File: src/rtl/i2c_arb_pkg.sv
// Shared types and constants for the i2c_arbiter block.
package i2c_arb_pkg;

  // Widest per-request byte count the command register can hold (LEN_W must not exceed it).
  localparam int unsigned LenMaxW = 8;
  localparam int unsigned TimeoutCycDefault = 65535;

  typedef enum logic [3:0] {
    StIdle,
    StArb,
    StStart,
    StBusy,
    StXfer,
    StWaitIdle,
    StDone
  } arb_state_t;

  typedef struct packed {
    logic               rnw;
    logic [6:0]         slave_addr;
    logic [7:0]         reg_addr;
    logic [LenMaxW-1:0] len;
  } cmd_t;

endpackage

File: src/rtl/i2c_arbiter_rr.sv
// Round-robin one-hot picker; the search pointer moves past the grantee on accept.
module rr_arbiter #(
  parameter int unsigned N_REQ = 4
) (
  input  logic                     clk_i,
  input  logic                     arstn_i,
  input  logic [N_REQ-1:0]         req_i,
  input  logic                     accept_i,
  output logic [N_REQ-1:0]         gnt_o,
  output logic [$clog2(N_REQ)-1:0] idx_o,
  output logic                     valid_o
);

  localparam int unsigned PtrW = $clog2(N_REQ);

  logic [PtrW-1:0] ptr_q;
  logic [PtrW-1:0] cand;
  logic            found;

  always_comb begin
    gnt_o = '0;
    idx_o = '0;
    found = 1'b0;
    cand  = '0;
    for (int unsigned i = 0; i < N_REQ; i++) begin
      cand = PtrW'((32'(ptr_q) + i) % N_REQ);
      if (!found && req_i[cand]) begin
        found       = 1'b1;
        idx_o       = cand;
        gnt_o[cand] = 1'b1;
      end
    end
    valid_o = found;
  end

  always_ff @(posedge clk_i or negedge arstn_i) begin
    if (!arstn_i) begin
      ptr_q <= '0;
    end else if (accept_i) begin
      ptr_q <= (idx_o == PtrW'(N_REQ - 1)) ? '0 : idx_o + 1'b1;
    end
  end

endmodule

File: src/rtl/i2c_arbiter.sv
// Shares one i2c_master between N_REQ requesters, round-robin, one transaction per grant.
// Optional watchdog enabled by defining I2C_ARB_TIMEOUT_EN.
module i2c_arbiter
  import i2c_arb_pkg::*;
#(
  parameter int unsigned N_REQ = 4,
  parameter int unsigned LEN_W = 4
`ifdef I2C_ARB_TIMEOUT_EN
  , parameter int unsigned TIMEOUT_CYC = TimeoutCycDefault
`endif
) (
  input  logic               clk_i,
  input  logic               arstn_i,
  input  logic [N_REQ-1:0]   req_i,
  input  logic [N_REQ-1:0]   rnw_i,
  input  logic [N_REQ*7-1:0] slave_addr_i,
  input  logic [N_REQ*8-1:0] reg_addr_i,
  input  logic [N_REQ*LEN_W-1:0] len_i,
  input  logic [N_REQ*8-1:0] wdata_i,
  output logic [N_REQ-1:0]   gnt_o,
  output logic               wdata_next_o,
  output logic [7:0]         rdata_o,
  output logic               rdata_valid_o,
  output logic               done_o,
  output logic               err_o,
  output logic               mst_start_o,
  output logic               mst_rnw_o,
  output logic [6:0]         mst_slave_addr_o,
  output logic [7:0]         mst_reg_addr_o,
  output logic [7:0]         mst_wdata_o,
  output logic               mst_nack_o,
  input  logic [7:0]         mst_rdata_i,
  input  logic               mst_byte_done_i,
  input  logic               mst_ready_i
);

  localparam int unsigned PtrW = $clog2(N_REQ);

  arb_state_t       state_q, state_d;
  cmd_t             cmd_q, cmd_d;
  logic [N_REQ-1:0] gnt_q, gnt_d, pick;
  logic [PtrW-1:0]  idx_q, idx_d, pick_idx;
  logic             pick_valid, accept;
  logic [LEN_W-1:0] cnt_q, cnt_d, cnt_inc;
  logic             err_q, err_d;
  logic [7:0]       rdata_q;
  logic             rdata_valid_q, rd_byte, active, cnt_last, force_nack;

  rr_arbiter #(
    .N_REQ(N_REQ)
  ) u_rr (
    .clk_i   (clk_i),
    .arstn_i (arstn_i),
    .req_i   (req_i),
    .accept_i(accept),
    .gnt_o   (pick),
    .idx_o   (pick_idx),
    .valid_o (pick_valid)
  );

`ifdef I2C_ARB_TIMEOUT_EN
  logic [15:0] wdog_q, wdog_d;
  logic        to_q, to_d, wdog_hit;
  assign wdog_hit   = (wdog_q == 16'(TIMEOUT_CYC));
  assign force_nack = active && to_q;
`else
  assign force_nack = 1'b0;
`endif

  assign cnt_inc = cnt_q + LEN_W'(mst_byte_done_i);

  always_comb begin
    state_d = state_q;
    cmd_d   = cmd_q;
    gnt_d   = gnt_q;
    idx_d   = idx_q;
    cnt_d   = cnt_q;
    err_d   = err_q;
    accept  = 1'b0;
`ifdef I2C_ARB_TIMEOUT_EN
    to_d    = to_q;
    wdog_d  = (!active || mst_byte_done_i) ? '0 : (wdog_hit ? wdog_q : wdog_q + 16'd1);
`endif
    case (state_q)
      StIdle: if (|req_i && mst_ready_i) state_d = StArb;
      StArb: begin
        if (pick_valid) begin
          accept           = 1'b1;
          gnt_d            = pick;
          idx_d            = pick_idx;
          cmd_d.rnw        = rnw_i[pick_idx];
          cmd_d.slave_addr = slave_addr_i[pick_idx*7 +: 7];
          cmd_d.reg_addr   = reg_addr_i[pick_idx*8 +: 8];
          cmd_d.len        = LenMaxW'(len_i[pick_idx*LEN_W +: LEN_W]);
          cnt_d            = '0;
          err_d            = (len_i[pick_idx*LEN_W +: LEN_W] == '0);
          state_d          = err_d ? StDone : StStart;
        end else begin
          state_d = StIdle;
        end
      end
      StStart: if (!mst_ready_i) state_d = StXfer;
      StXfer: begin
        // A byte finishing together with the ready rise still counts toward completion.
        cnt_d = cnt_inc;
        if (LenMaxW'(cnt_inc) == cmd_q.len) begin
          state_d = StWaitIdle;
        end else if (mst_ready_i) begin
          err_d   = 1'b1;
          state_d = StDone;
        end
      end
      StWaitIdle: if (mst_ready_i) state_d = StDone;
      StDone: begin
        gnt_d   = '0;
        state_d = StIdle;
      end
      default: state_d = StIdle;
    endcase
`ifdef I2C_ARB_TIMEOUT_EN
    if (active && wdog_hit) begin
      if (!to_q) begin
        to_d    = 1'b1;
        wdog_d  = '0;
        err_d   = 1'b1;
        state_d = StWaitIdle;
      end else begin
        state_d = StDone;
      end
    end
    if (state_q == StDone) to_d = 1'b0;
`endif
  end

  always_ff @(posedge clk_i or negedge arstn_i) begin
    if (!arstn_i) begin
      state_q       <= StIdle;
      cmd_q         <= '0;
      gnt_q         <= '0;
      idx_q         <= '0;
      cnt_q         <= '0;
      err_q         <= 1'b0;
      rdata_q       <= '0;
      rdata_valid_q <= 1'b0;
`ifdef I2C_ARB_TIMEOUT_EN
      wdog_q        <= '0;
      to_q          <= 1'b0;
`endif
    end else begin
      state_q       <= state_d;
      cmd_q         <= cmd_d;
      gnt_q         <= gnt_d;
      idx_q         <= idx_d;
      cnt_q         <= cnt_d;
      err_q         <= err_d;
      rdata_valid_q <= rd_byte;
      if (rd_byte) rdata_q <= mst_rdata_i;
`ifdef I2C_ARB_TIMEOUT_EN
      wdog_q        <= wdog_d;
      to_q          <= to_d;
`endif
    end
  end

  assign active   = state_q inside {StStart, StXfer, StWaitIdle};
  assign rd_byte  = (state_q == StXfer) && cmd_q.rnw && mst_byte_done_i;
  assign cnt_last = (LenMaxW'(cnt_q) == cmd_q.len - LenMaxW'(1));

  assign gnt_o            = (state_q == StArb) ? pick : (active ? gnt_q : '0);
  assign wdata_next_o     = (state_q == StXfer) && !cmd_q.rnw && mst_byte_done_i;
  assign rdata_o          = rdata_q;
  assign rdata_valid_o    = rdata_valid_q;
  assign done_o           = (state_q == StDone);
  assign err_o            = done_o && err_q;
  assign mst_start_o      = (state_q == StStart);
  assign mst_rnw_o        = active && cmd_q.rnw;
  assign mst_slave_addr_o = active ? cmd_q.slave_addr : '0;
  assign mst_reg_addr_o   = active ? cmd_q.reg_addr : '0;
  assign mst_wdata_o      = active ? wdata_i[idx_q*8 +: 8] : '0;
  assign mst_nack_o       = ((state_q == StXfer) && cnt_last) || (state_q == StWaitIdle) ||
                            force_nack;

endmodule

File: config.mk
export PLATFORM = sky130hd
export DESIGN_NAME = i2c_arbiter
export DESIGN_NICKNAME = d
export VERILOG_FILES = /design/src/rtl/i2c_arb_pkg.sv /design/src/rtl/i2c_arbiter_rr.sv /design/src/rtl/i2c_arbiter.sv
export SDC_FILE = /design/constraint.sdc
export NUM_CORES = 1
export LEC_CHECK = 0
export ABC_AREA = 1
export BUFFER_PORTS_ARGS = -buffer_cell sky130_fd_sc_hd__buf_4
export CORE_ASPECT_RATIO = 1.5
export CORE_MARGIN = 1.5
export CORE_UTILIZATION = 48
export DETAILED_ROUTE_END_ITERATION = 6
export PLACE_DENSITY = 0.83
export SYNTH_ARGS = -nofsm -noshare
export SYNTH_HDL_FRONTEND = slang
export SYNTH_HIERARCHICAL = 1
export SYNTH_SLANG_ARGS = --single-unit
export TNS_END_PERCENT = 30
File: constraint.sdc
create_clock -name clk_i -period 3.3 [get_ports clk_i]
set_clock_uncertainty 0.15 [all_clocks]
set_input_delay 0.33 -clock clk_i [delete_from_list [all_inputs] [get_ports clk_i]]
set_output_delay 0.33 -clock clk_i [all_outputs]
set_load 0.05 [all_outputs]
==> results of run 1 <==
## area by class of cell
type | instances | area [um^2]
Inverter | 77 | 300
Tap cell | 100 | 125
Timing Repair Buffer | 177 | 1340
Sequential cell | 46 | 1150
Fill cell | 637 | 2170
Multi-Input combinational cell | 414 | 2090
Clock inverter | 1 | 30.0
Clock buffer | 7 | 76.3
## stage by stage
| step | utilization (%) | hold slack [ns] | cells |
|---|---|---|---|
| after global placement | 68.4 | 0.222 | 812 |
| after global routing | 70.2 | 0.0623 | 822 |
| after detailed placement | 68.4 | 0.226 | 812 |
| after floorplan | - | -0.116 | 560 |
| final | 70.2 | 0.0637 | 822 |
| after CTS | 70.0 | 0.0577 | 821 |
## worst register-to-register path: stages (launching register included)
cell and delay [ns]:
dfrtp_2 0.46, inv_1 0.19, ha_1 0.31, inv_1 0.15, nand3_2 0.12, nand2_4 0.12, inv_4 0.05, nor2_8 0.12
nand3_1 0.13, nand3_2 0.11, o21ai_2 0.05, inv_2 0.18, clkinvlp_4 0.23, buf_4 0.23, o21ai_1 0.10, o22ai_1 0.10
nand2_1 0.06, o21ai_0 0.08
## path summary, 6_finish.rpt
check | startpoint | cells past startpoint | end | slack, ns
min | mst_rdata_i[5] | 3 | rdata_o[5] | 0.06
max in group asynchronous | arstn_i | 2 | u_rr/ptr_q[1] | 2.15
max | u_rr/ptr_q[1] | 17 | cmd_q[23] | 0.22
min in group asynchronous | arstn_i | 2 | rdata_o[4] | 0.40
min reg2reg | rdata_o[4] | 2 | rdata_o[4] | 0.34
max reg2reg | u_rr/ptr_q[1] | 17 | cmd_q[23] | 0.22
## placed cells by master (no fill, tap or decap), types with 5 or more instances in the layout
| cell | n |
|---|---|
| o22ai_1 | 22 |
| clkbuf_8 | 5 |
| o21ai_1 | 22 |
| nor2_4 | 5 |
| nor2_1 | 82 |
| nand2_2 | 6 |
| buf_4 | 175 |
| o32ai_1 | 8 |
| o21ai_0 | 51 |
| ha_1 | 10 |
| dfrtp_1 | 44 |
| nand3_1 | 37 |
| nand2_1 | 139 |
| inv_1 | 66 |
| inv_2 | 7 |
## registers in the layout (all words and copies together) (netlist names)
register / flops
cmd_q: 20
idx_q: 2
rdata_valid_o: 1
cnt_q: 4
rdata_o: 8
state_q: 4
u_rr/ptr_q: 2
err_q: 1
gnt_q: 4
## report_power, final
group / switching, mW / internal, mW
combinational: 2.60 / 1.34
clock: 0.192 / 0.227
sequential: 0.192 / 0.801
total: 2.98 / 2.37
## timing repair
action	CTS	global route
setup endpoints to repair	0	13
gates resized for setup	0	4
endpoints found under the hold margin	46	0
setup buffers	0	1
hold buffers	1	0
## layer usage
layer / track usage [%] / vias to the layer above
met5: 0 / -
met4: 9.92 / 0
met3: 5.04 / 22
met2: 51.8 / 208
met1: 30.4 / 1932
li1: - / 2135
## kinds of logic (layout without fill, tap and decap cells)
| kind of cell | after synthesis | count (layout) | share of synthesized area, % |
|---|---|---|---|
| xor+xnor | 4 | 4 | 0.962 |
| compound gates | 114 | 114 | 18.2 |
| fa+ha+maj | 10 | 10 | 3.44 |
| flops | 46 | 46 | 31.6 |
| simple gates | 285 | 285 | 34.5 |
| buf+inv | 100 | 262 | 11.2 |
| other cells | 1 | 1 | 0.103 |
==> out/metrics.csv, run 1 <==
metric;value;unit
status;finished clean;
Worst-path clk slew;0.09;ns
Final GP Congestion;0.890;
top cell type's share of synthesized area;31.6;%
CP Data Required Time;3.33;ns
Synth Instances;560;
Mapped Area;3640;um^2
Max clock buf depth;2;
syn_nets;698;
Crit path largest cell delay;0.46;ns
Period minus WS final;3.08;ns
number of global-route vias before repair;4023;
Final #Nets;859;
Synth area leaders;dfrtp_1 32%, nand2_1 14%, nor2_1 8.6%, o21ai_0 7.0%, inv_1 6.9%;
top layer in use;met4;
worst min-delay path category;input port to register;
Final ANT Viol Nets;0;
unrepaired setup endpoints after global routing;no;
CP Cell Sequence;inv_1 -> ha_1 -> inv_1 -> nand3_2 -> nand2_4 -> inv_4 -> nor2_8 -> nand3_1 -> nand3_2 -> o21ai_2 -> inv_2 -> clkinvlp_4 -> buf_4 -> o21ai_1 -> o22ai_1 -> nand2_1 -> o21ai_0;
DRC errors left;0;
Final Hold Fails;0;
crit path DAT;3.10;ns
# IOs;170;
initial antenna violation count;0;
Setup crit end kind;register;
Post-synth ARST share;100;%
pre-CTS setup slack;0.157;ns
placed instance area;4970;um^2
port bufs;169;
Least-Margin Pin Slew;0.600;ns
average wire per standard cell;13.8;um
Synth Flop Type;dfrtp_1;
first-pass GRT wire length;17500;um
grt ovf;0;
count leader, synth;nand2_1;
final worst-path cycle share;93.2;%
Vias/cell;5.23;
critical-path maximum fanout;12;
leading area contributor after synthesis;dfrtp_1;
synth cell count leaders;139 x nand2_1, 83 x nor2_1, 67 x inv_1;
routed wire length;11300;um
layout cell share with drive strength beyond 1;30.3;%
pwr dens;1050;nW/um^2
fin area;5110;um^2
DRT met1 WL;4210;um
max-slew violations;0;
pin count of the biggest net entering global routing;47;
Worst setup SP type;register;
Max VDD drop;0.838;mV
CP max-delay cell;dfrtp_2;
die area;8130;um^2
Setup TNS;0;ns
P_leak;2.75;nW
Post-synth EDFFs;0;
Setup WS post-layout;0.225;ns
Via Count;4297;
Area growth syn-to-layout;40.2;%
critical path's top delay family;buffers and inverters;
crit path kind;register to register;
clock root buffer;clkbuf_8;
initial DRC count;178;
DR pass1 iterations;5;
die width;74.1;um
Mean Syn Cell Area;6.50;um^2
CTS tree;built;
Peak Freq;325;MHz
overall routing resource usage;27.8;%
CTS sink cnt;46;
worst skew pair latency;0.31;ns
#FFs+latches synth;46;
Max-cap violations;0;
initial core utilization;50.1;%
register area share after synthesis;31.6;%
Buf/Inv on CP;6;
CTS buffer count;5;
metal2 WL;5940;um
Setup Viol. Count Final;0;
Core Box Area;7270;um^2
slew margin rel.;60.0;%
routed wl met3;898;um
CTS HTree Levels;2;
DP Wirelength;8950;um
Synthesis Warnings;6;
unique cell type count in the Yosys netlist;33;
Power Total;5.35;mW
Ant. Diodes;0;
DIE HEIGHT;110;um
row cnt;38;
Note: power is estimated with default switching activity, not from simulation.
==> inputs of run 2 (changes only) <==
- GPL_TIMING_DRIVEN: not set -> 0
==> run 2 against run 1 <==
  * Die area is the same
  * Maximum frequency grew 1.4%
  * First-iteration DRC count grew 49%
  * Critical path depth grew 1
  * Cell count grew 2.2%
  * Largest cell class unchanged
  * Largest power group unchanged
  * Highest routed layer unchanged
==> out/metrics.csv, run 2 (synthesis results as in run 1) <==
metric;value;unit
Max-cap violations;0;
average wire per standard cell;14.0;um
grt ovf;0;
pin count of the biggest net entering global routing;47;
fill count;638;
Ant. Diodes;0;
most frequent cells in the layout;176 x buf_4, 139 x nand2_1, 83 x nor2_1, 65 x inv_1, 51 x o21ai_0;
Final #Nets;878;
Seq pwr share;16.9;%
max reg flops;20;
Least-Margin Pin Slew;0.597;ns
most common cell after layout, fill and taps aside;buf_4;
P_leak;2.82;nW
pwr dens;1070;nW/um^2
DP Wirelength;9450;um
CP Data Required Time;3.41;ns
final worst-path cycle share;91.9;%
CTS tree;built;
Final GP Congestion;0.902;
clock root buffer;clkbuf_8;
final std cells w/o fill;840;
Setup WS post-layout;0.266;ns
DRC errors left;0;
Int Power;2.44;mW
Psw;3.12;mW
number of global-route vias before repair;4315;
initial DRC count;266;
layout cell share with drive strength beyond 1;31.5;%
worst skew pair latency;0.31;ns
placed instance area;5040;um^2
initial core utilization;50.1;%
DIE HEIGHT;110;um
crit path DAT;3.14;ns
overall routing resource usage;29.6;%
CTS HTree Levels;2;
DP Cell Count;829;
Vias/cell;5.27;
port bufs;169;
CTS buffer count;5;
die width;74.1;um
status;finished clean;
Setup Viol. Count Final;0;
sw frac;56.1;%
Via Count;4429;
Final ANT Viol Nets;0;
crit path kind;register to register;
Final Hold Fails;0;
Gate power share;75.3;%
Period minus WS final;3.03;ns
Worst-path clk slew;0.09;ns
Setup crit end kind;register;
Power Total;5.56;mW
Max VDD drop;0.976;mV
Max clock buf depth;2;
final core occ;71.4;%
critical-path maximum fanout;10;
max-slew violations;0;
Peak Freq;330;MHz
Core Box Area;7270;um^2
# IOs;170;
slew margin rel.;60.2;%
Area growth syn-to-layout;42.6;%
row cnt;38;
Clock Power Share;7.8;%
worst min-delay path category;input port to register;
CTS sink cnt;46;
Worst setup SP type;register;
DR pass1 iterations;5;
die area;8130;um^2
Most flops, register;cmd_q;
pre-CTS setup slack;-0.165;ns
initial antenna violation count;0;
first-pass GRT wire length;18700;um
routed wire length;11800;um
fin area;5190;um^2
-- run 2: layout make-up --
cell class | instances | area, um^2 | share of cell area (%)
multi-input combinational | 414 | 2080 | 40.1
tap | 100 | 125 | 2.41
clock inverter | 1 | 30.0 | 0.578
sequential | 46 | 1150 | 22.2
timing repair buffer | 173 | 1300 | 25.0
inverter | 77 | 299 | 5.76
buffer | 23 | 120 | 2.31
clock buffer | 6 | 82.6 | 1.59
-- run 2: power groups by stage --
stage	registers [mW]	clock network [mW]	logic [mW]
final	0.939	0.432	4.19
after floorplan	1.07	0	2.84
after detailed placement	0.948	0	4.04
after global routing	0.966	0.463	4.61
after CTS	0.941	0.441	4.08
after global placement	0.943	0	3.96
-- run 2: metrics by stage --
step                       TNS [ns]  hold slack (ns)
final                             0           0.0661
after global routing      -0.000382           0.0659
after CTS                         0           0.0588
after detailed placement      -1.58            0.226
after global placement       -0.880            0.219
after floorplan                   0           -0.116
-- run 2: path summary, 6_finish.rpt --
| check | end | start | slack (ns) | depth (start not counted) |
|---|---|---|---|---|
| max in group asynchronous | u_rr/ptr_q[1] | arstn_i | 2.15 | 2 |
| min in group asynchronous | rdata_o[5] | arstn_i | 0.40 | 2 |
| setup / recovery | err_q | u_rr/ptr_q[1] | 0.27 | 18 |
| hold reg to reg | rdata_o[1] | rdata_o[1] | 0.33 | 2 |
| setup reg to reg | err_q | u_rr/ptr_q[1] | 0.27 | 18 |
| hold / removal | rdata_o[3] | mst_rdata_i[3] | 0.07 | 3 |
-- run 2: timing repair --
item                                    CTS  global route
cloned                                    0             0
pin swaps                                 0             1
hold endpoints to repair                 46             0
hold buffers                              1             0
buffers inserted                          0             3
endpoints found under the setup margin   18            18
gates resized for setup                   4             9
-- run 2: critical path: stages, from the launching register on --
cell and delay (ns):
dfrtp_2 0.47, inv_2 0.14, ha_1 0.29, inv_1 0.15
nand3_2 0.12, nand2_4 0.11, nand2_2 0.08, nor2_4 0.11
nand2_2 0.12, o21ai_2 0.15, inv_2 0.08, inv_1 0.12
buf_2 0.23, nand3_1 0.12, nand2_1 0.10, nand2_1 0.08
o21ai_0 0.20, nand3_1 0.11, nand2_1 0.06
-- run 2: layer usage --
| layer | track usage (%) | share of wire, % | up-vias |
|---|---|---|---|
| met5 | 0 | 0 | - |
| li1 | - | - | 2171 |
| met2 | 55.4 | 53 | 242 |
| met4 | 13.2 | 3.1 | 0 |
| met3 | 5.96 | 8.2 | 31 |
| met1 | 30.9 | 36 | 1985 |
